**config.mk**
```make
export PLATFORM = sky130hd
export DESIGN_NAME = uart_tx_ctrl
export DESIGN_NICKNAME = d
export VERILOG_FILES = /design/src/rtl/uart_pkg.sv /design/src/rtl/uart_baud_tick.sv /design/src/rtl/uart_tx_ctrl.sv
export SDC_FILE = /design/constraint.sdc
export NUM_CORES = 1
export LEC_CHECK = 0
export BUFFER_PORTS_ARGS = -buffer_cell sky130_fd_sc_hd__buf_2
export CORE_ASPECT_RATIO = 0.8
export CORE_MARGIN = 8
export CORE_UTILIZATION = 40
export CTS_BUF_LIST = sky130_fd_sc_hd__clkbuf_16
export DETAILED_ROUTE_END_ITERATION = 10
export PLACE_DENSITY = 0.62
export SYNTH_ARGS = -nofsm -noshare
export SYNTH_HDL_FRONTEND = slang
export SYNTH_SLANG_ARGS = --single-unit
```
**constraint.sdc**
```tcl
create_clock -name clk_i -period 4.03 [get_ports clk_i]
set_clock_uncertainty 0.15 [all_clocks]
set_input_delay 0.6045 -clock clk_i [delete_from_list [all_inputs] [get_ports clk_i]]
set_output_delay 0.6045 -clock clk_i [all_outputs]
set_load 0.005 [all_outputs]
```
**src/rtl/uart_pkg.sv**
```systemverilog
// Shared types and defaults for the UART transmit path.
package uart_pkg;

  localparam int DATA_W_DEF = 8;
  localparam int DIV_W_DEF  = 16;

  localparam logic PARITY_EVEN = 1'b0;
  localparam logic PARITY_ODD  = 1'b1;

  typedef enum logic [2:0] {
    ST_IDLE,
    ST_START,
    ST_DATA,
    ST_PARITY,
    ST_STOP
  } tx_state_e;

  // Per-frame framing options captured at the pop cycle.
  typedef struct packed {
    logic par_en;
    logic par_odd;
    logic stop2;
  } tx_cfg_t;

endpackage

```
**src/rtl/uart_baud_tick.sv**
```systemverilog
// Bit-period down-counter: bit_end_o fires on the last clk of every bit.
module uart_baud_tick
  import uart_pkg::*;
#(
  parameter int DIV_W = DIV_W_DEF
) (
  input  logic             clk_i,
  input  logic             reset_i,
  input  logic             load_i,
  input  logic             run_i,
  input  logic [DIV_W-1:0] div_i,
  output logic             bit_end_o
);

  logic [DIV_W-1:0] cnt_q, cnt_d;
  logic [DIV_W-1:0] div_q, div_d;

  // Count down to zero then reload; never decrements past zero, so an
  // all-ones divisor cannot wrap.
  always_comb begin
    cnt_d     = cnt_q;
    div_d     = div_q;
    bit_end_o = run_i && (cnt_q == '0);
    if (load_i) begin
      div_d = div_i;
      cnt_d = div_i;
    end else if (run_i) begin
      cnt_d = (cnt_q == '0) ? div_q : cnt_q - DIV_W'(1);
    end
  end

  always_ff @(posedge clk_i or posedge reset_i) begin
    if (reset_i) begin
      cnt_q <= '0;
      div_q <= '0;
    end else begin
      cnt_q <= cnt_d;
      div_q <= div_d;
    end
  end

endmodule

```
**src/rtl/uart_tx_ctrl.sv**
```systemverilog
// UART transmit controller: pops a fall-through FIFO and serialises one
// frame (start, data LSB first, optional parity, 1 or 2 stops) per word.
module uart_tx_ctrl
  import uart_pkg::*;
#(
  parameter int DATA_W = DATA_W_DEF,
  parameter int DIV_W  = DIV_W_DEF
) (
  input  logic              clk_i,
  input  logic              reset_i,
  input  logic              tx_en_i,
  input  logic [DIV_W-1:0]  baud_div_i,
  input  logic              parity_en_i,
  input  logic              parity_odd_i,
  input  logic              stop2_i,
  input  logic              fifo_valid_i,
  input  logic [DATA_W-1:0] fifo_rdata_i,
  output logic              fifo_ren_o,
  output logic              tx_o,
  output logic              busy_o,
  output logic              done_o
);

  localparam int IDX_W = (DATA_W > 1) ? $clog2(DATA_W) : 1;
  localparam logic [IDX_W-1:0] IDX_LAST = IDX_W'(DATA_W - 1);

  tx_state_e         state_q, state_d;
  logic [DATA_W-1:0] shift_q, shift_d;
  logic [IDX_W-1:0]  idx_q, idx_d;
  tx_cfg_t           cfg_q, cfg_d;
  logic              par_q, par_d;
  logic              tx_q, tx_d;
  logic              done_q, done_d;

  logic pop;
  logic busy;
  logic bit_end;

  assign busy = (state_q != ST_IDLE);
  // Reset gates the pop so nothing leaves the FIFO while the block is held.
  assign pop  = (state_q == ST_IDLE) && tx_en_i && fifo_valid_i && !reset_i;

  assign fifo_ren_o = pop;
  assign tx_o       = tx_q;
  assign busy_o     = busy;
  assign done_o     = done_q;

  uart_baud_tick #(
    .DIV_W(DIV_W)
  ) u_baud_tick (
    .clk_i    (clk_i),
    .reset_i  (reset_i),
    .load_i   (pop),
    .run_i    (busy),
    .div_i    (baud_div_i),
    .bit_end_o(bit_end)
  );

  always_comb begin
    state_d = state_q;
    shift_d = shift_q;
    idx_d   = idx_q;
    cfg_d   = cfg_q;
    par_d   = par_q;
    done_d  = 1'b0;

    unique case (state_q)
      ST_IDLE: begin
        if (pop) begin
          shift_d       = fifo_rdata_i;
          cfg_d.par_en  = parity_en_i;
          cfg_d.par_odd = parity_odd_i;
          cfg_d.stop2   = stop2_i;
          par_d         = (^fifo_rdata_i) ^ (parity_odd_i == PARITY_ODD);
          idx_d         = '0;
          state_d       = ST_START;
        end
      end
      ST_START: begin
        if (bit_end) begin
          idx_d   = '0;
          state_d = ST_DATA;
        end
      end
      ST_DATA: begin
        if (bit_end) begin
          shift_d = shift_q >> 1;
          if (idx_q == IDX_LAST) begin
            idx_d   = '0;
            state_d = cfg_q.par_en ? ST_PARITY : ST_STOP;
          end else begin
            idx_d = idx_q + IDX_W'(1);
          end
        end
      end
      ST_PARITY: begin
        if (bit_end) begin
          idx_d   = '0;
          state_d = ST_STOP;
        end
      end
      ST_STOP: begin
        if (bit_end) begin
          if (cfg_q.stop2 && (idx_q == '0)) begin
            idx_d = IDX_W'(1);
          end else begin
            idx_d   = '0;
            state_d = ST_IDLE;
            done_d  = 1'b1;
          end
        end
      end
      default: state_d = ST_IDLE;
    endcase
  end

  // Line level follows the state one clk later, so each bit starts on
  // the cycle after its state/index update.
  always_comb begin
    tx_d = 1'b1;
    unique case (state_q)
      ST_IDLE:   tx_d = 1'b1;
      ST_START:  tx_d = 1'b0;
      ST_DATA:   tx_d = shift_q[0];
      ST_PARITY: tx_d = par_q;
      ST_STOP:   tx_d = 1'b1;
      default:   tx_d = 1'b1;
    endcase
  end

  always_ff @(posedge clk_i or posedge reset_i) begin
    if (reset_i) begin
      state_q <= ST_IDLE;
      shift_q <= '0;
      idx_q   <= '0;
      cfg_q   <= '0;
      par_q   <= 1'b0;
      tx_q    <= 1'b1;
      done_q  <= 1'b0;
    end else begin
      state_q <= state_d;
      shift_q <= shift_d;
      idx_q   <= idx_d;
      cfg_q   <= cfg_d;
      par_q   <= par_d;
      tx_q    <= tx_d;
      done_q  <= done_d;
    end
  end

endmodule

```
; Yosys cells after proc, flatten, opt, wreduce, memory -nomap -nowiden
; Index checks and enable logic that the tools add are counted.
[word_totals]
register_bits = 51
latch_bits = 0
ram_bits = 0
inputBits = 31
mem_bits_ro = 0
memories = 0
elab_cells = 71
out_inout_bits = 4
[classes]
bitwise = 1
add_sub_neg = 2
n_div = 0
multipliers = 0
muxes = 26
n_eq_ne = 13
shift = 0
n_reduce_logical = 19
n_lt_le_gt_ge = 0
[ops]
columns = op, n
row1 = two-way mux 16 bit, 3
row2 = two-way mux 3 bit, 13
row3 = logical NOT 16 bit, 1
row4 = two-way mux 8 bit, 2
row5 = case mux 8 bit (2 select lines), 1
row6 = subtractor 16 x 1 -> 16 bit (second input constant), 1
row7 = case mux 3 bit (5 select lines), 1
row8 = inequality test 2 bit (second input constant), 7
row9 = case mux 3 bit (4 select lines), 1
row10 = parity 8 bit, 1
row11 = AND reduction 7 bit, 1
row12 = equality test 3 x 2 -> 1 bit (second input constant), 2
row13 = equality test 3 bit (second input constant), 2
row14 = logical NOT 3 bit, 2
row15 = logical AND 1 bit, 5
row16 = AND reduction 5 bit, 1
row17 = two-way mux 1 bit, 4
row18 = nonzero test 2 bit, 2
row19 = nonzero test 4 bit, 1
row20 = adder 3 x 1 -> 3 bit (second input constant), 1
row21 = equality test 3 x 1 -> 1 bit (second input constant), 1
row22 = case mux 1 bit (3 select lines), 1
row23 = AND reduction 3 bit, 1
row24 = nonzero test 3 bit, 1
row25 = 5 further kinds, 5

; Depth between registers and ports, before layout
[logic_depth]
word_depth = 6
ltp_mapped = 8

; Hierarchy
; Synthesis repeated with hierarchy kept, for this count alone.
[hier_totals]
hier_cells = 277
hier_area_um2 = 2810.2
[by_module_without_submodules]
columns = mod, cells_per_inst, area_each_um2, seq_area_each_um2, n_inst
row1 = uart_baud_tick, 170, 1776.7, 800.8, 1
row2 = uart_tx_ctrl, 107, 1033.5, 476.7, 1

; Worst setup path before layout
; Ideal clock, no wire load.
[synth_timing]
path_kind = register to output
from = register state_q[2]
to = output port fifo_ren_o
required_ns = 3.276
stages_incl_launch_ff = 7
arrival_time_ns = 1.556
setup_slack_ns = 1.719
cell_sequence = dfrtp_1 buf_2 nor3_2 nand2_1 inv_2 buf_2 buf_2
[synth_between]
elab_chain_cells = 4
[synth_lines]
columns = element, line_no
row1 = "start, declared", uart_tx_ctrl.sv:27  ; tx_state_e state_q, state_d;
row2 = "start signal, assigned", uart_tx_ctrl.sv:141  ; state_q <= state_d;
row3 = logical NOT 3 bit, uart_tx_ctrl.sv:41  ; assign pop = (state_q == ST_IDLE) && tx_en_i && fifo_valid_i && !reset_i;
row4 = logical AND 1 bit (3 in series), uart_tx_ctrl.sv:41
row5 = "end, declared", uart_tx_ctrl.sv:18  ; output logic fifo_ren_o,
; Every way passes these cells.

; Worst setup path after layout
; Ends and elaborated chain as after synthesis.

==> results.ini <==
[grt]
grt_max_degree=52
grtUsageTotal_pct=14.2
grt_pass1_vias=2234
grt_remaining_overflow=0
antenna_found_initial=0
grt_pass1_wl_mm=11.3

[die]
die_h_um=90.1
core_area_um2=6760
die_x_um=109
die-area_um2=9790
num_rows=27
initial_core_util_pct=40.6
ioPinCount=35

[yosys]
ys_top_cells_by_area=dfrtp_1 (46%), nand2_1 (9.3%), xnor2_1 (3.8%)
yosys_most_used_dff=dfrtp_1
yosysWarnings=0
synth_edf_count=0
async_flop_share_pct=100
synth_top_area_share_pct=45.6
ys_ff_latch=51
seq_area_frac_synth_pct=46.5
synth_area_um2=2750
syn_avg_cell_area_um2=8.88
synth_nets=345
netlist_top_cells_count=nand2_1 (68), dfrtp_1 (50), nor2_1 (26), o21ai_0 (19), a21oi_1 (13)
synth.most_common_cell=nand2_1
synth_area_leader_cell=dfrtp_1
syn-instance-count=309
synthDistinctLibCells=50

[clock_network]
clk_pin_slew_ns=0.07
htree_num_levels=2
cts_root_buf=clkbuf_16
clockBufferDepth=2
cts.repair.resized=0
numCtsBuffers=5
cts_hold_buf=0
clk_latency_ns=0.29
cts_setup_buffers=0
cts_num_sinks=51
cts_tree=yes

[timing]
fmax_ghz=0.355
period_needed_ns=2.82
slew_violations=0
final.period_utilization_pct=69.9
final-setup-viol-count=0
hold_slack_ns=0.320
setup_tns_ns=0
worst_slew_pin_slew_ns=1.07
rsz0062_at_grt=false
maxSlewHeadroom_pct=28.6
hold_viol_final=0

[worst_setup_path]
worstSetupEndpointType=primary output
regToRegSetupSlack_ns=1.46
crit_fanout=31
rr_startpoint=u_baud_tick.cnt_q[8]
regToRegEndpoint=state_q[1]
r2r_cells=5
critPathLaunchType=register
path_class=register to primary output
crit_required_ns=3.28
worstPathArrival_ns=2.06

[hold_path]
hold_depth=2
worstHoldEndpoint=u_baud_tick.div_q[14]
hold_path_class=register to register
hold_path_startpoint=u_baud_tick.div_q[14]

[route]
routedWlPerCell_um=15.5
dr_wl_met2_mm=2.91
top_layer=met4
drt-total-wl_mm=6.59
viasPerCell=5.36
drt_iter0_markers=115
antenna_left=0
firstDrtPassIters=4
wl_met3_um=218
drt-met1-wl_mm=3.37
drc=0
vias=2279

[power]
ir_drop_mv=0.248
total_leakage_power_nw=1.49
pwr_density_cell_nw_per_um2=701

[run_status]
status=finished clean

[run]
drv_cap=0

[placement]
routabilityCongestion=0.801
hpwlAfterDp_mm=4.57
numPortBuffers=34

[final_layout]
drive_above_1_share_pct=16.9
antenna_cells=0
finish.net_count=373
area_growth_pct=15.3

cell type report:
type / count / area [um^2]
clock buffers: 5 / 125
clock inverters: 3 / 63.8
fillers: 687 / 3590
inverters: 10 / 37.5
multi-input cells: 233 / 1370
flip-flops and latches: 51 / 1280
well taps: 87 / 109
repair buffers: 36 / 185
flip-flops by register name, summed over array words and instances, names as in the netlist:
signal	flops
u_baud_tick.cnt_q	16
u_baud_tick.div_q	16
shift_q	8
idx_q	3
state_q	3
cfg_q	2
done_o	1
par_q	1
tx_o	1
logic make-up (layout without fill, tap and decap cells):
family                   after synthesis  after routing  synth area share [%]
AND/OR/NAND/NOR                      138            138                  25.2
AO/OA/AOI/OAI                         75             75                  17.4
flip-flops                            51             51                  46.5
buffers and inverters                 25             54                  3.65
XOR/XNOR                              13             13                  4.15
adder cells (fa/ha/maj)                5              5                  2.28
multiplexers                           2              2                 0.775
layout by cell type (no fill, tap or decap), types with 2 or more instances in the layout:
master     count
buf_2         34
inv_2          3
or3_1          4
clkbuf_16      5
nor2_1        26
nor3_1         4
xnor2_1       12
inv_1          8
o22ai_1       10
a21oi_1       13
o21ai_0       19
nor4_4         2
nor4_1         3
ha_1           5
o211ai_1       5
a31oi_1        8
dfrtp_1       50
a22oi_1        4
nand2_1       68
and3b_1        2
nand3_1       11
a211oi_1       3
buf_4          2
bufinv_16      2
nand2b_1       4
a211o_1        3
a221o_1        2
nand3b_1       2
worst max-delay path by stage:
stage | from | to | slack [ns] | cells after the start
after floorplan | state_q[2] | fifo_ren_o | 1.72 | 6
after global placement | u_baud_tick.cnt_q[0] | state_q[1] | 1.52 | 7
after detailed placement | u_baud_tick.cnt_q[8] | state_q[1] | 1.47 | 5
after CTS | state_q[2] | fifo_ren_o | 1.22 | 4
after global routing | state_q[2] | fifo_ren_o | 1.09 | 4
final | state_q[2] | fifo_ren_o | 1.21 | 4
critical path, cell delays in order (launching register included):
cell     delay (ns)
dfrtp_1        0.48
nor3_2         0.48
nand2_1        0.15
inv_2          0.44
buf_2          0.21
metal layers:
| layer | vias up | global-route usage (%) |
|---|---|---|
| met5 | - | 0 |
| met4 | 0 | 4.89 |
| met3 | 8 | 2.50 |
| met2 | 45 | 20.1 |
| met1 | 1083 | 20.9 |
| li1 | 1143 | - |
power by group:
part | switching [W] | leakage [nW] | total, W | internal (W)
combinational | 0.000385 | 0.761 | 0.000710 | 0.000325
sequential | 0.000219 | 0.638 | 0.000968 | 0.000749
clock | 0.000188 | 0.0952 | 0.000542 | 0.000354
stage by stage:
| stage | cells | setup slack (ns) | total power (W) | util (%) | cell area (um^2) |
|---|---|---|---|---|---|
| 2_1_floorplan | 309 | 1.72 | 0.00149 | - | 2750 |
| 3_3_place_gp | 417 | 1.52 | 0.00167 | 44.1 | 2980 |
| 3_5_place_dp | 417 | 1.47 | 0.00168 | 44.1 | 2980 |
| 4_1_cts | 425 | 1.22 | 0.00223 | 46.9 | 3170 |
| 5_1_grt | 425 | 1.09 | 0.00240 | 46.9 | 3170 |
| 6_report | 425 | 1.21 | 0.00222 | 46.9 | 3170 |
(Power assumes the default switching activity.)
